<file path="src/rtl/bit_serializer_if.sv">
// Handshake and serial-output bundle for bit_serializer.
// The master drives parallel words in; the slave (the serializer) presents the serial stream.
interface bit_serializer_if #(
    parameter int WIDTH = 8
);
    logic [WIDTH-1:0] din;
    logic             din_valid;
    logic             din_ready;
    logic             ser_out;
    logic             ser_valid;
    logic             frame_start;
    logic [15:0]      words_sent;

    modport master (
        output din, din_valid,
        input  din_ready, ser_out, ser_valid, frame_start, words_sent
    );

    modport slave (
        input  din, din_valid,
        output din_ready, ser_out, ser_valid, frame_start, words_sent
    );
endinterface

</file>
<file path="src/rtl/bit_serializer.sv">
// Parallel-to-serial front end: one bit per clock, a one-entry holding register
// for back-to-back streaming, optional inter-word gap and a completed-word counter.
module bit_serializer #(
    parameter int WIDTH     = 8,
    parameter bit MSB_FIRST = 1'b1,
    parameter bit IDLE_BIT  = 1'b0,
    parameter int GAP       = 0
) (
    input  logic                clk,
    input  logic                reset,
    bit_serializer_if.slave     bus
);
    localparam int               CNT_W    = $clog2(WIDTH);
    localparam logic [CNT_W-1:0] LAST_IDX = CNT_W'(WIDTH - 1);
    localparam logic [3:0]       GAP_LAST = (GAP > 0) ? 4'(GAP - 1) : 4'd0;

    typedef enum logic [1:0] {
        ST_IDLE  = 2'd0,
        ST_SHIFT = 2'd1,
        ST_GAP   = 2'd2
    } state_t;

    state_t           state_q, state_d;
    logic [WIDTH-1:0] shift_q, shift_d;
    logic [CNT_W-1:0] bit_cnt_q, bit_cnt_d;
    logic [3:0]       gap_cnt_q, gap_cnt_d;
    logic [WIDTH-1:0] hold_q, hold_d;
    logic             hold_full_q, hold_full_d;
    logic             ser_out_q, ser_out_d;
    logic             ser_valid_q, ser_valid_d;
    logic             frame_start_q, frame_start_d;
    logic [15:0]      words_sent_q, words_sent_d;

    logic             accept_s;
    logic             load_s;
    logic             load_din_s;
    logic             take_hold_s;
    logic [WIDTH-1:0] load_word_s;

    function automatic logic first_bit(input logic [WIDTH-1:0] w);
        if (MSB_FIRST) begin
            return w[WIDTH-1];
        end else begin
            return w[0];
        end
    endfunction

    // Drops the bit just sent so the next one sits in the outgoing position.
    function automatic logic [WIDTH-1:0] advance(input logic [WIDTH-1:0] w);
        if (MSB_FIRST) begin
            return {w[WIDTH-2:0], 1'b0};
        end else begin
            return {1'b0, w[WIDTH-1:1]};
        end
    endfunction

    assign accept_s = bus.din_valid & ~hold_full_q;

    // Next-state, shifter, holding-register and output computation.
    always_comb begin
        state_d       = state_q;
        shift_d       = shift_q;
        bit_cnt_d     = bit_cnt_q;
        gap_cnt_d     = gap_cnt_q;
        hold_d        = hold_q;
        hold_full_d   = hold_full_q;
        ser_out_d     = IDLE_BIT;
        ser_valid_d   = 1'b0;
        frame_start_d = 1'b0;
        words_sent_d  = words_sent_q;
        load_s        = 1'b0;
        load_din_s    = 1'b0;
        take_hold_s   = 1'b0;
        load_word_s   = bus.din;

        case (state_q)
            ST_IDLE: begin
                if (accept_s) begin
                    load_s     = 1'b1;
                    load_din_s = 1'b1;
                end else begin
                    state_d = ST_IDLE;
                end
            end
            ST_SHIFT: begin
                if (bit_cnt_q != LAST_IDX) begin
                    ser_out_d   = first_bit(shift_q);
                    ser_valid_d = 1'b1;
                    shift_d     = advance(shift_q);
                    bit_cnt_d   = bit_cnt_q + CNT_W'(1);
                end else begin
                    words_sent_d = words_sent_q + 16'd1;
                    if (GAP > 0) begin
                        state_d   = ST_GAP;
                        gap_cnt_d = 4'd0;
                    end else if (hold_full_q) begin
                        load_s      = 1'b1;
                        take_hold_s = 1'b1;
                        load_word_s = hold_q;
                    end else if (accept_s) begin
                        load_s     = 1'b1;
                        load_din_s = 1'b1;
                    end else begin
                        state_d = ST_IDLE;
                    end
                end
            end
            ST_GAP: begin
                if (gap_cnt_q == GAP_LAST) begin
                    if (hold_full_q) begin
                        load_s      = 1'b1;
                        take_hold_s = 1'b1;
                        load_word_s = hold_q;
                    end else if (accept_s) begin
                        load_s     = 1'b1;
                        load_din_s = 1'b1;
                    end else begin
                        state_d = ST_IDLE;
                    end
                end else begin
                    gap_cnt_d = gap_cnt_q + 4'd1;
                end
            end
            default: begin
                state_d = ST_IDLE;
            end
        endcase

        // A load puts the first bit straight onto the registered output, so latency is one cycle.
        if (load_s) begin
            state_d       = ST_SHIFT;
            ser_out_d     = first_bit(load_word_s);
            ser_valid_d   = 1'b1;
            frame_start_d = 1'b1;
            shift_d       = advance(load_word_s);
            bit_cnt_d     = '0;
        end else begin
            shift_d = shift_d;
        end

        if (take_hold_s) begin
            hold_full_d = 1'b0;
        end else if (accept_s && !load_din_s) begin
            hold_d      = bus.din;
            hold_full_d = 1'b1;
        end else begin
            hold_full_d = hold_full_q;
        end
    end

    // State and output registers with synchronous reset.
    always_ff @(posedge clk) begin
        if (reset) begin
            state_q       <= ST_IDLE;
            shift_q       <= '0;
            bit_cnt_q     <= '0;
            gap_cnt_q     <= 4'd0;
            hold_q        <= '0;
            hold_full_q   <= 1'b0;
            ser_out_q     <= IDLE_BIT;
            ser_valid_q   <= 1'b0;
            frame_start_q <= 1'b0;
            words_sent_q  <= 16'd0;
        end else begin
            state_q       <= state_d;
            shift_q       <= shift_d;
            bit_cnt_q     <= bit_cnt_d;
            gap_cnt_q     <= gap_cnt_d;
            hold_q        <= hold_d;
            hold_full_q   <= hold_full_d;
            ser_out_q     <= ser_out_d;
            ser_valid_q   <= ser_valid_d;
            frame_start_q <= frame_start_d;
            words_sent_q  <= words_sent_d;
        end
    end

    assign bus.din_ready   = ~hold_full_q;
    assign bus.ser_out     = ser_out_q;
    assign bus.ser_valid   = ser_valid_q;
    assign bus.frame_start = frame_start_q;
    assign bus.words_sent  = words_sent_q;
endmodule

</file>
<file path="src/flat_wrapper.sv">
// flat-port wrapper written by rule: the top's interface ports become plain ports
module bit_serializer_flat 
#(
    parameter int WIDTH     = 8,
    parameter bit MSB_FIRST = 1'b1,
    parameter bit IDLE_BIT  = 1'b0,
    parameter int GAP       = 0
)
  (clk, reset, bus_din, bus_din_valid, bus_din_ready, bus_ser_out, bus_ser_valid, bus_frame_start, bus_words_sent);
  bit_serializer_if #(.WIDTH(WIDTH)) bus_i ();
  input  logic clk;
  input  logic reset;
  input wire logic [$bits(bus_i.din)-1:0] bus_din;
  input wire logic [$bits(bus_i.din_valid)-1:0] bus_din_valid;
  output wire logic [$bits(bus_i.din_ready)-1:0] bus_din_ready;
  output wire logic [$bits(bus_i.ser_out)-1:0] bus_ser_out;
  output wire logic [$bits(bus_i.ser_valid)-1:0] bus_ser_valid;
  output wire logic [$bits(bus_i.frame_start)-1:0] bus_frame_start;
  output wire logic [$bits(bus_i.words_sent)-1:0] bus_words_sent;
  assign bus_i.din = bus_din;
  assign bus_i.din_valid = bus_din_valid;
  assign bus_din_ready = bus_i.din_ready;
  assign bus_ser_out = bus_i.ser_out;
  assign bus_ser_valid = bus_i.ser_valid;
  assign bus_frame_start = bus_i.frame_start;
  assign bus_words_sent = bus_i.words_sent;
  bit_serializer #(.WIDTH(WIDTH), .MSB_FIRST(MSB_FIRST), .IDLE_BIT(IDLE_BIT), .GAP(GAP)) u_core (.clk(clk), .reset(reset), .bus(bus_i));
endmodule
</file>
<file path="config.mk">
export PLATFORM = sky130hd
export DESIGN_NAME = bit_serializer_flat
export DESIGN_NICKNAME = d
export VERILOG_FILES = /design/src/rtl/bit_serializer_if.sv /design/src/rtl/bit_serializer.sv /design/src/flat_wrapper.sv
export SDC_FILE = /design/constraint.sdc
export NUM_CORES = 1
export LEC_CHECK = 0
export CAP_MARGIN = 40
export CORE_UTILIZATION = 49
export DETAILED_ROUTE_END_ITERATION = 8
export GPL_TIMING_DRIVEN = 0
export PLACE_DENSITY_LB_ADDON = 0.12
export SYNTH_ARGS = -nofsm -noshare
export SYNTH_HDL_FRONTEND = slang
export SYNTH_SLANG_ARGS = --single-unit
</file>
<file path="constraint.sdc">
create_clock -name clk -period 2.2 [get_ports clk]
set_clock_uncertainty 0.15 [all_clocks]
set_input_delay 0.44 -clock clk [delete_from_list [all_inputs] [get_ports clk]]
set_output_delay 0.44 -clock clk [all_outputs]
set_load 0.1 [all_outputs]
</file>
; Word level (Yosys, flattened, before mapping)
; Index checks and enable logic that the tools add are counted.
[op_classes]
addsub = 3
n_eq_ne = 7
mux = 33
n_bitwise = 5
n_reduce_logical = 15
[op_table]
columns = operator, count
row1 = $mux 8, 6
row2 = $mux 1, 18
row3 = $add 16x1->16 const B, 1
row4 = $pmux 8 s2, 1
row5 = $reduce_and 2->1, 7
row6 = $mux 2, 4
row7 = $pmux 1 s3, 2
row8 = $pmux 2 s3, 1
row9 = $add 4x1->4 const B, 1
row10 = $logic_not 4->1, 1
row11 = $not 1->1, 4
row12 = $reduce_bool 2->1, 2
row13 = $reduce_or 2->1, 2
row14 = $add 3x1->3 const B, 1
row15 = $ne 3x1->1 const B, 1
row16 = $ne 3x2->1 const B, 1
row17 = $ne 3x3->1 const B, 1
row18 = $eq 2x1->1 const B, 1
row19 = $eq 2x2->1 const B, 1
row20 = $logic_not 2->1, 1
row21 = $ne 2x1->1 const B, 1
row22 = $ne 2x2->1 const B, 1
row23 = $pmux 1 s2, 1
row24 = $and 1x1->1, 1
row25 = other kinds (2), 2
[totals]
ff_bits = 44
input_bits = 11
output_inout_bits = 20
wordCells = 74

; Longest topological paths before layout
; Gate-level depths: netlist (run 1).
[logic_depth]
word_depth = 9
mapped_depth = 8
mapped_depth_nobuf = 6

; Worst setup path after synthesis (run 1)
; No wires, ideal clock.
[synth_timing]
kind = register to register
startpoint = reg u_core.words_sent_q[4] (netlist: u_core.bus.words_sent[4])
endpoint = reg u_core.words_sent_q[13] (netlist: u_core.bus.words_sent[13])
setup_time_ns = 0.071
arrival_ns = 2.335
t_required_ns = 1.979
setup_slack_ns = -0.356
stages_incl_launch_ff = 5
path_buffers = 0
period_less_slack_ns = 2.556
path_cell_list = dfxtp_1 nand4_2 or3_4 or4_1 a21oi_1
[synth_via]
elab_chain_cells = 1
[synth_lines]
columns = item, line_no
row1 = from (decl), bit_serializer.sv:32  ; logic [15:0] words_sent_q, words_sent_d;
row2 = from (signal assigned), bit_serializer.sv:174  ; words_sent_q <= words_sent_d;
row3 = $add 16x1->16, bit_serializer.sv:92  ; words_sent_d = words_sent_q + 16'd1;
; No other way between the ends.
; A chain may end at the register's enable or synchronous reset.

; Worst setup path in the final report (run 1)
[layout_timing]
startpoint = reg u_core.bit_cnt_q[0]
endpoint = reg u_core.shift_q[6]
[layout_via]
elab_chain_cells = 5
word_cells_on_any_way = 9
cone_classes = 1 x eq/ne / 5 x mux / 3 x reduce/logical
[layout_lines]
columns = item, line_no
row1 = from (decl), bit_serializer.sv:25  ; logic [CNT_W-1:0] bit_cnt_q, bit_cnt_d;
row2 = from (signal assigned), bit_serializer.sv:167  ; bit_cnt_q <= bit_cnt_d;
row3 = $ne 3x3->1 (*), bit_serializer.sv:86  ; if (bit_cnt_q != LAST_IDX) begin
row4 = $mux 1, bit_serializer.sv:86
row5 = $pmux 1 s3, bit_serializer.sv:76  ; case (state_q)
row6 = $reduce_bool 2->1 (no line), n/a
row7 = $reduce_and 2->1 (no line), n/a
row8 = to (signal assigned), bit_serializer.sv:166  ; shift_q <= shift_d;
row9 = to (decl), bit_serializer.sv:24  ; logic [WIDTH-1:0] shift_q, shift_d;
; Every way passes the cells marked *; elsewhere a longest branch is shown, timed or not.

==> metrics.md, run 1 <==
| Metric | Value |
|---|---|
| Status | completed |
| Filler Cell Count | 341 |
| DIE WIDTH | 70.5 um |
| Number of buffers inserted by hold repair at cts | 0 |
| Drt pass-1 iters | 5 |
| Floorplan core area | 4410 um^2 |
| Worst max-slew margin expressed relative to the limit | 0.650 |
| Max-cap violations | 0 |
| Number of flip-flops and latches in the synthesized netlist | 44 |
| Clock edge transition at the registers on the reported setup and hold paths | 80 ps |
| Number of vias after detailed routing | 2243 |
| Final HPWL DP | 4050 um |
| Number of buffers added by the clock tree synthesis step | 5 |
| Final non-filler cell total | 383 |
| Clock latency of the later-clocked register in the worst-skew pair | 300 ps |
| Growth of design area from synthesis to finish | 40.4% |
| Sequential fraction of the synthesis area | 0.384 |
| Final worst path period need | 2130 ps |
| Routability Congestion | 0.827 |
| Number of cell instances on the worst register-to-register path | 7 |
| Type of the worst min-delay path | reg -> reg |
| Maximum clock frequency | 469 MHz |
| Hold Fails Final Rpt | 0 |
| Root Buffer Master | sky130_fd_sc_hd__clkbuf_8 |
| Final-report setup violation count | 0 |
| Minimum setup slack in the final design | 67.8 ps |
| Die extent in y | 70.5 um |
| Via/cell ratio | 5.86 |
| EDFF count, synth | 0 |
| Starting DRT DRC Count | 117 |
| Area of the multi-input gates | 1400 um^2 |
| Pint | 1330 uW |
| Global route overflow | 0 |
| Average wire per cell in the routed design | 15.7 um |
| Top cell type by total area after synthesis | sky130_fd_sc_hd__dfxtp_1 |
| Global-route wire length before repair | 9760 um |
| Via count of the first global-routing pass | 2073 |
| Setup total negative slack | 0 ps |
| Pins Over Slew Limit | 0 |
| Nature of the critical path endpoint | register |
| Switching pwr | 563 uW |
| Cell Rows | 24 |
| Part of the total power dissipated in combinational logic | 0.222 |
| Leading cell type in the layout, fill and taps excluded | sky130_fd_sc_hd__dfxtp_1 |
| Netlist area before placement | 2300 um^2 |
| WP data arrival | 2210 ps |
| Largest net degree at the start of global routing | 15 |
| Antenna viol nets, final | 0 |
| Sequential cell area | 901 um^2 |
| GRT Overall Usage | 0.249 |
| Number of H-tree levels | 2 |
| FFs w/ async S/R, synth | 0 |
| Hold path cells | 2 |
| Antenna violations before repair | 0 |
| Total number of clock tree sinks | 44 |
| Setup WS pre-CTS | -318 ps |
| Final wirelength | 6020 um |
| Cells after DPL | 373 |
| Leak pwr | 0.00117 uW |
| Unrepaired setup endpoints after global routing | false |
| Critical path launch point type | register |
| Share of the synthesized area in the top cell type | 0.384 |
| Share of total power consumed by net switching | 0.297 |
| Post-detailed-route DRC marker count | 0 |
| Worst ir drop on vdd | 532 uV |
| Critical path type | reg -> reg |
| Final period utilization | 0.969 |
| Top-level I/O count | 31 |
| Syn_nets | 292 |
| Cell types occupying the most area after synthesis | sky130_fd_sc_hd__dfxtp_1 38%, sky130_fd_sc_hd__ha_1 4.9%, sky130_fd_sc_hd__nand2_1 4.9% |
| Number of warnings printed during yosys synthesis | 0 |
| Least-Margin Pin Slew | 524 ps |
| Count of buffers from port buffering | 29 |
| Fraction of power consumed by sequential logic | 0.451 |
| Critical path fanouts, max | 8 |
| DIE AREA | 4960 um^2 |
| Antenna Diode Count | 0 |
| Worst endpoint required time | 2280 ps |
| Share of cells above drive strength 1 | 0.218 |
| Starting density of the core | 0.520 |
| Post-synthesis instance total | 272 |
| Number of different library cells in the post-synthesis netlist | 47 |
| Largest buffer count on any clock path | 2 |
| Highest-count cells in the layout ignoring fill and taps | 30 x sky130_fd_sc_hd__dfxtp_1, 29 x sky130_fd_sc_hd__nand2_1, 29 x sky130_fd_sc_hd__clkdlybuf4s50_1 |
| CTS tree | done |
| Total power divided by cell area | 588 nW/um^2 |
| Leading register cell type out of synthesis | sky130_fd_sc_hd__dfxtp_1 |
| Average cell area after synthesis | 8.44 um^2 |
| Final Net Count | 350 |
| Part of the power in the clock network | 0.328 |
routing by layer:
metal | part of all wire | track usage
met1 | 0.46 | 0.340
met3 | 0.045 | 0.0519
met5 | 0 | 0
met4 | 0.014 | 0.0800
met2 | 0.48 | 0.392
critical path: stages (launching register included):
cell and delay (ps):
sky130_fd_sc_hd__dfxtp_1 330, sky130_fd_sc_hd__ha_1 230, sky130_fd_sc_hd__ha_4 190, sky130_fd_sc_hd__or3b_2 450, sky130_fd_sc_hd__clkbuf_1 180, sky130_fd_sc_hd__o2111ai_1 240, sky130_fd_sc_hd__nand3_1 120, sky130_fd_sc_hd__o22ai_1 170
sequential cells by signal, indices dropped and copies added, names as in the netlist:
name                    cells
u_core.hold_q               8
u_core.bus.frame_start      1
u_core.bus.words_sent      16
u_core.bus.ser_out          1
u_core.hold_full_q          1
u_core.gap_cnt_q            4
u_core.state_q              2
u_core.bus.ser_valid        1
u_core.shift_q              7
u_core.bit_cnt_q            3
Yosys cell counts (3+ instances only):
master,n
sky130_fd_sc_hd__a21oi_1,16
sky130_fd_sc_hd__a221oi_1,6
sky130_fd_sc_hd__buf_2,3
sky130_fd_sc_hd__clkbuf_1,9
sky130_fd_sc_hd__dfxtp_1,44
sky130_fd_sc_hd__ha_1,9
sky130_fd_sc_hd__inv_1,18
sky130_fd_sc_hd__mux2i_1,11
sky130_fd_sc_hd__nand2_1,30
sky130_fd_sc_hd__nand2b_1,4
sky130_fd_sc_hd__nand3_1,13
sky130_fd_sc_hd__nand4_1,6
sky130_fd_sc_hd__nor2_1,19
sky130_fd_sc_hd__o2111ai_1,6
sky130_fd_sc_hd__o21ai_0,13
sky130_fd_sc_hd__o22ai_1,6
sky130_fd_sc_hd__o2bb2ai_1,6
sky130_fd_sc_hd__xnor2_1,4
sky130_fd_sc_hd__xor2_1,10
cell type report:
cell class	count	share of cell area
sequential	44	0.279
tap	52	0.0202
inverter	19	0.0225
clock buffer	5	0.0213
buffer	12	0.0155
multi-input combinational	195	0.435
timing repair buffer	53	0.192
clock inverter	3	0.0132
power by group through the flow:
stage | Sequential (uW) | Combinational [uW] | Clock, uW
after floorplan | 912 | 216 | 0
after global placement | 870 | 348 | 0
after global routing | 859 | 451 | 663
after CTS | 854 | 393 | 632
after detailed placement | 872 | 377 | 0
final | 855 | 421 | 621
through the flow:
stage	util	hold slack [ps]	cell area, um^2	power (uW)
finish	0.730	312	3220	1900
global route	0.730	337	3220	1970
CTS	0.710	317	3130	1880
detailed placement	0.671	306	2960	1250
global placement	0.603	294	2660	1220
floorplan	-	285	2310	1130
final timing paths:
check	start	end	slack, ps
worst max-delay path	u_core.bit_cnt_q[0]	u_core.shift_q[6]	70
worst min-delay path	u_core.hold_q[2]	u_core.hold_q[2]	310
worst max register to register	u_core.bit_cnt_q[0]	u_core.shift_q[6]	70
worst min register to register	u_core.hold_q[2]	u_core.hold_q[2]	310
cell families (layout without fill, tap and decap cells):
kind of cell,after synthesis,after routing,share of synthesized area
simple gates,93,93,0.208
compound gates,68,68,0.203
flops,44,44,0.384
buf+inv,33,92,0.0556
xor+xnor,14,14,0.0534
mux,11,11,0.0480
fa+ha+maj,9,9,0.0490
what timing repair did:
item                       in CTS  in global routing
buffers inserted                2                  2
setup endpoints to repair      25                 17
pin swaps                       1                  1
gates resized for setup        12                 15
Power figures use the tool's default switching activity.
==> run 2, diff against run 1 <==
--- a/config.mk
+++ b/config.mk
@@ -9,7 +9,8 @@
 export CORE_UTILIZATION = 49
 export DETAILED_ROUTE_END_ITERATION = 8
 export GPL_TIMING_DRIVEN = 0
-export PLACE_DENSITY_LB_ADDON = 0.12
+export HOLD_SLACK_MARGIN = 0.02
+export PLACE_DENSITY_LB_ADDON = 0.08
 export SYNTH_ARGS = -nofsm -noshare
 export SYNTH_HDL_FRONTEND = slang
 export SYNTH_SLANG_ARGS = --single-unit
==> metrics.md, run 2 (same netlist as run 1, synthesis figures left out) <==
| Metric | Value |
|---|---|
| Status | completed (unchanged) |
| Part of the total power dissipated in combinational logic | 0.222 (about the same) |
| Leak pwr | 0.00117 uW (about the same) |
| Starting DRT DRC Count | 218 (was 117) |
| Clock latency of the later-clocked register in the worst-skew pair | 300 ps (about the same) |
| Setup WS pre-CTS | -311 ps (was -318 ps) |
| Fraction of power consumed by sequential logic | 0.448 (was 0.451) |
| Critical path fanouts, max | 8 (unchanged) |
| Starting density of the core | 0.520 (unchanged) |
| Drt pass-1 iters | 5 (unchanged) |
| Growth of design area from synthesis to finish | 39.9% (was 40.4%) |
| Number of H-tree levels | 2 (unchanged) |
| Critical path type | reg -> out (was reg -> reg) |
| Hold path cells | 2 (unchanged) |
| Worst ir drop on vdd | 419 uV (was 532 uV) |
| Hold EP | u_core.hold_q[4] (was u_core.hold_q[2]) |
| Count of buffers from port buffering | 29 (unchanged) |
| Via/cell ratio | 5.95 (was 5.86) |
| Floorplan core area | 4410 um^2 (unchanged) |
| DIE WIDTH | 70.5 um (unchanged) |
| Final wirelength | 5980 um (was 6020 um) |
| Total number of clock tree sinks | 44 (unchanged) |
| Post-detailed-route DRC marker count | 0 (unchanged) |
| Part of the power in the clock network | 0.330 (was 0.328) |
| Antenna viol nets, final | 0 (unchanged) |
| Worst max-slew margin expressed relative to the limit | 0.653 (was 0.650) |
| R2R Setup Slk | 70 ps (about the same) |
| Share of total power consumed by net switching | 0.299 (was 0.297) |
| Final worst path period need | 2150 ps (was 2130 ps) |
| Cell Rows | 24 (unchanged) |
| Average wire per cell in the routed design | 15.7 um (about the same) |
| Hold Fails Final Rpt | 0 (unchanged) |
| Cells after DPL | 373 (unchanged) |
| Highest-count cells in the layout ignoring fill and taps | 30 x sky130_fd_sc_hd__dfxtp_1, 29 x sky130_fd_sc_hd__nand2_1, 29 x sky130_fd_sc_hd__clkdlybuf4s50_1 (unchanged) |
| Smallest hold slack | 317 ps (was 312 ps) |
| Pins Over Slew Limit | 0 (unchanged) |
| DIE AREA | 4960 um^2 (unchanged) |
| Final HPWL DP | 4090 um (was 4050 um) |
| Largest buffer count on any clock path | 2 (unchanged) |
| Total power divided by cell area | 593 nW/um^2 (was 588 nW/um^2) |
| Filler Cell Count | 334 (was 341) |
| Antenna violations before repair | 0 (unchanged) |
| Area of the multi-input gates | 1410 um^2 (was 1400 um^2) |
| Reg2Reg Capture Point | u_core.shift_q[6] (unchanged) |
| CTS tree | done (unchanged) |
| Final-report setup violation count | 0 (unchanged) |
| Leading cell type in the layout, fill and taps excluded | sky130_fd_sc_hd__dfxtp_1 (unchanged) |
| Die extent in y | 70.5 um (unchanged) |
| Final period utilization | 0.977 (was 0.969) |
| Top-level I/O count | 31 (unchanged) |
| Final core area utilization | 0.728 (was 0.730) |
| Number of vias after detailed routing | 2267 (was 2243) |
| Clock edge transition at the registers on the reported setup and hold paths | 90 ps (was 80 ps) |
| Nature of the critical path endpoint | primary output (was register) |
| GRT Overall Usage | 0.242 (was 0.249) |
| PnR Total Power | 1910 uW (was 1900 uW) |
| Routability Congestion | 0.822 (was 0.827) |
| Global route overflow | 0 (unchanged) |
| Global-route wire length before repair | 9500 um (was 9760 um) |
| Type of the worst min-delay path | reg -> reg (unchanged) |
| Root Buffer Master | sky130_fd_sc_hd__clkbuf_8 (unchanged) |
| Number of cell instances on the worst register-to-register path | 7 (unchanged) |
| Critical path launch point type | register (unchanged) |
| Number of buffers added by the clock tree synthesis step | 5 (unchanged) |
| Least-Margin Pin Slew | 520 ps (was 524 ps) |
| Share of cells above drive strength 1 | 0.219 (was 0.218) |
| Minimum setup slack in the final design | 51.1 ps (was 67.8 ps) |
| Max-cap violations | 0 (unchanged) |
| Final non-filler cell total | 381 (was 383) |
| Number of buffers inserted by hold repair at cts | 0 (unchanged) |
| Pint | 1340 uW (was 1330 uW) |
| Worst endpoint required time | 1610 ps (was 2280 ps) |
| Flip-flop count of the largest register after layout | 16 (unchanged) |
| Start point of the worst hold path | u_core.hold_q[4] (was u_core.hold_q[2]) |
| Largest net degree at the start of global routing | 14 (was 15) |
| Via count of the first global-routing pass | 1979 (was 2073) |
| Final Net Count | 348 (was 350) |
| Sequential cell area | 898 um^2 (was 901 um^2) |
| WP data arrival | 1560 ps (was 2210 ps) |
| Maximum clock frequency | 465 MHz (was 469 MHz) |
| Reg-to-reg critical path startpoint | u_core.bit_cnt_q[0] (unchanged) |
| Switching pwr | 570 uW (was 563 uW) |
| Antenna Diode Count | 0 (unchanged) |
run 2: how the worst max path moves through the flow:
| stage | start | to | slack (ps) | depth (start not counted) |
|---|---|---|---|---|
| 2_1_floorplan | u_core.bus.words_sent[4] | u_core.bus.words_sent[13] | 30 | 4 |
| 3_3_place_gp | bus_din_valid | u_core.shift_q[6] | -310 | 5 |
| 3_5_place_dp | bus_din_valid | u_core.shift_q[6] | -310 | 5 |
| 4_1_cts | u_core.state_q[0] | u_core.shift_q[6] | -9 | 6 |
| 5_1_grt | u_core.bit_cnt_q[0] | u_core.shift_q[6] | -10 | 7 |
| 6_report | u_core.hold_full_q | bus_din_ready | 50 | 3 |
run 2: through the flow:
| stage | setup TNS (ps) | cell area, um^2 |
|---|---|---|
| 2_1_floorplan | 0 | 2310 |
| 3_3_place_gp | -4420 | 2660 |
| 3_5_place_dp | -3880 | 2960 |
| 4_1_cts | -25.0 | 3120 |
| 5_1_grt | -12.1 | 3210 |
| 6_report | 0 | 3210 |
run 2: per-layer routing:
metal | vias to the layer above | GRT usage | wire length (um)
met4 | 0 | 0.0778 | 89
met2 | 77 | 0.369 | 2730
met5 | - | 0 | 0
li1 | 1096 | - | -
met3 | 10 | 0.0505 | 364
met1 | 1084 | 0.341 | 2790
run 2: power groups by stage:
stage / Combinational (uW) / Sequential (uW) / Clock, uW
CTS: 390 / 852 / 632
finish: 422 / 854 / 630
global route: 450 / 859 / 665
detailed placement: 377 / 871 / 0
floorplan: 216 / 912 / 0
global placement: 350 / 870 / 0
run 2: area by class of cell:
cell class,count,share of cell area
multi-input cells,195,0.439
clock buffers,6,0.0226
well taps,52,0.0203
repair buffers,51,0.189
plain buffers,12,0.0164
inverters,19,0.0226
flip-flops and latches,44,0.280
clock inverters,2,0.0109
run 2: critical path, cell delays in order (launching register included):
cell	delay, ps
sky130_fd_sc_hd__dfxtp_2	420
sky130_fd_sc_hd__clkinv_2	160
sky130_fd_sc_hd__clkdlybuf4s50_1	490
sky130_fd_sc_hd__buf_8	190
run 2: what timing repair did:
action                     in CTS  in global routing
resized for setup               9                 20
cloned                          0                  0
pin swaps                       1                  0
setup endpoints to repair      25                 15
setup buffers                   2                  0
==> run 3, diff against run 2 <==
--- a/config.mk
+++ b/config.mk
@@ -6,7 +6,7 @@
 export NUM_CORES = 1
 export LEC_CHECK = 0
 export CAP_MARGIN = 40
-export CORE_UTILIZATION = 49
+export CORE_UTILIZATION = 54
 export DETAILED_ROUTE_END_ITERATION = 8
 export GPL_TIMING_DRIVEN = 0
 export HOLD_SLACK_MARGIN = 0.02
==> metrics.md, run 3 (same netlist as run 1, synthesis figures left out) <==
| Metric | Value |
|---|---|
| Drt pass-1 iters | 5 (unchanged) |
| Via count of the first global-routing pass | 2085 (was 1979) |
| Clock latency of the later-clocked register in the worst-skew pair | 310 ps (was 300 ps) |
| Post-detailed-route DRC marker count | 0 (unchanged) |
| Count of buffers from port buffering | 29 (unchanged) |
| R2R Setup Slk | 70 ps (about the same) |
| Worst max-slew margin expressed relative to the limit | 0.630 (was 0.653) |
| Via/cell ratio | 6.16 (was 5.95) |
| Met2 wirelength from detailed routing | 3180 um (was 2730 um) |
| Number of buffers added by the clock tree synthesis step | 5 (unchanged) |
| Critical path fanouts, max | 8 (unchanged) |
| Endpoint of the worst setup timing path | bus_din_ready (unchanged) |
| Antenna viol nets, final | 0 (unchanged) |
| Number of H-tree levels | 2 (unchanged) |
| Smallest hold slack | 313 ps (was 317 ps) |
| Final Net Count | 349 (was 348) |
| Number of vias after detailed routing | 2342 (was 2267) |
| Number of cell instances on the worst register-to-register path | 7 (unchanged) |
| Final-report setup violation count | 0 (unchanged) |
| GRT Overall Usage | 0.294 (was 0.242) |
| Hold Fails Final Rpt | 0 (unchanged) |
| Total power divided by cell area | 575 nW/um^2 (was 593 nW/um^2) |
| Root Buffer Master | sky130_fd_sc_hd__clkbuf_8 (unchanged) |
| Final HPWL DP | 4320 um (was 4090 um) |
| Largest net degree at the start of global routing | 15 (was 14) |
| Pins Over Slew Limit | 0 (unchanged) |
| Worst endpoint required time | 1610 ps (about the same) |
| Setup total negative slack | 0 ps (unchanged) |
| DIE WIDTH | 67.2 um (was 70.5 um) |
| Number of buffers inserted by hold repair at cts | 0 (unchanged) |
| Detailed route wirelength on metal3 | 414 um (was 364 um) |
| Reg-to-reg critical path startpoint | u_core.bit_cnt_q[0] (unchanged) |
| Maximum clock frequency | 463 MHz (was 465 MHz) |
| Top-level I/O count | 31 (unchanged) |
| Reg2Reg Capture Point | u_core.shift_q[6] (unchanged) |
| Least-Margin Pin Slew | 555 ps (was 520 ps) |
| Global route overflow | 0 (unchanged) |
| Antenna violations before repair | 0 (unchanged) |
| Max-cap violations | 0 (unchanged) |
| Critical path type | reg -> out (unchanged) |
| CTS tree | done (unchanged) |
| Met1 wire length | 2700 um (was 2790 um) |
| Average wire per cell in the routed design | 16.9 um (was 15.7 um) |
| Largest buffer count on any clock path | 2 (unchanged) |
| Share of cells above drive strength 1 | 0.212 (was 0.219) |
| Floorplan core area | 4030 um^2 (was 4410 um^2) |
| Clock edge transition at the registers on the reported setup and hold paths | 80 ps (was 90 ps) |
| Starting density of the core | 0.570 (was 0.520) |
| Final non-filler cell total | 380 (was 381) |
| Setup WS pre-CTS | -331 ps (was -311 ps) |
| Global-route wire length before repair | 9850 um (was 9500 um) |
| Cells after DPL | 371 (was 373) |
| Worst ir drop on vdd | 565 uV (was 419 uV) |
| Leading cell type in the layout, fill and taps excluded | sky130_fd_sc_hd__dfxtp_1 (unchanged) |
| Total number of clock tree sinks | 44 (unchanged) |
| Critical path launch point type | register (unchanged) |
| Critical Path Source | u_core.hold_full_q (unchanged) |
| Uppermost layer routed | met4 (unchanged) |
| Routability Congestion | 0.863 (was 0.822) |
| Cell Rows | 23 (was 24) |
| Final worst path period need | 2160 ps (was 2150 ps) |
| WP data arrival | 1570 ps (was 1560 ps) |
| Flip-flop count of the largest register after layout | 16 (unchanged) |
| Final wirelength | 6420 um (was 5980 um) |
| Die extent in y | 67.2 um (was 70.5 um) |
| Final core area utilization | 0.790 (was 0.728) |
| Growth of design area from synthesis to finish | 38.6% (was 39.9%) |
| Status | completed (unchanged) |
| Leak pwr | 0.00116 uW (was 0.00117 uW) |
| Final period utilization | 0.982 (was 0.977) |
| Type of the worst min-delay path | reg -> reg (unchanged) |
| DIE AREA | 4520 um^2 (was 4960 um^2) |
| Highest-count cells in the layout ignoring fill and taps | 31 x sky130_fd_sc_hd__dfxtp_1, 29 x sky130_fd_sc_hd__nand2_1, 29 x sky130_fd_sc_hd__clkdlybuf4s50_1 (was 30 x sky130_fd_sc_hd__dfxtp_1, 29 x sky130_fd_sc_hd__nand2_1, 29 x sky130_fd_sc_hd__clkdlybuf4s50_1) |
| Starting DRT DRC Count | 225 (was 218) |
| Nature of the critical path endpoint | primary output (unchanged) |
| Minimum setup slack in the final design | 40.7 ps (was 51.1 ps) |
| Antenna Diode Count | 0 (unchanged) |
| Filler Cell Count | 274 (was 334) |
run 3: worst max-delay path: stages (launching register included):
cell and delay (ps):
sky130_fd_sc_hd__dfxtp_2 430, sky130_fd_sc_hd__clkinv_2 160, sky130_fd_sc_hd__clkdlybuf4s50_1 490, sky130_fd_sc_hd__buf_8 190
run 3: how the worst min path moves through the flow:
stage | from | to | slack (ps) | cells after the start
6_report | u_core.hold_q[4] | u_core.hold_q[4] | 310 | 2
5_1_grt | u_core.hold_q[4] | u_core.hold_q[4] | 330 | 2
4_1_cts | u_core.hold_q[3] | u_core.hold_q[3] | 320 | 2
3_5_place_dp | u_core.hold_q[3] | u_core.hold_q[3] | 300 | 2
3_3_place_gp | u_core.hold_q[0] | u_core.hold_q[0] | 290 | 2
2_1_floorplan | u_core.hold_q[0] | u_core.hold_q[0] | 280 | 2
run 3: cell type report:
class                      instances  area, um^2  share of cell area
clock buffer                       6        82.6              0.0259
tap                               50        62.6              0.0197
timing repair buffer              52         613               0.193
buffer                            12        52.6              0.0165
inverter                          19        72.6              0.0228
multi-input combinational        195        1390               0.436
sequential                        44         897               0.282
clock inverter                     2        15.0             0.00472
run 3: what timing repair did:
action	4_1_cts	5_1_grt
pin swaps	1	0
cloned	0	0
setup endpoints to repair	25	15
buffers inserted	2	1
resized for setup	9	14
run 3: metal layers:
layer  up-vias  track usage
met5         -            0
met4         0        0.144
met3        12       0.0456
met2       117        0.483
met1      1113        0.374
li1       1100            -
run 3: power by group:
part | total, uW | switching [uW] | internal [uW]
clock | 557 | 303 | 255
sequential | 854 | 20.1 | 834
combinational | 418 | 255 | 163
run 3: per-stage QoR:
stage	power [uW]	cell area (um^2)
after floorplan	1130	2310
after global placement	1220	2660
after detailed placement	1250	2960
after CTS	1800	3110
after global routing	1880	3180
final	1830	3180
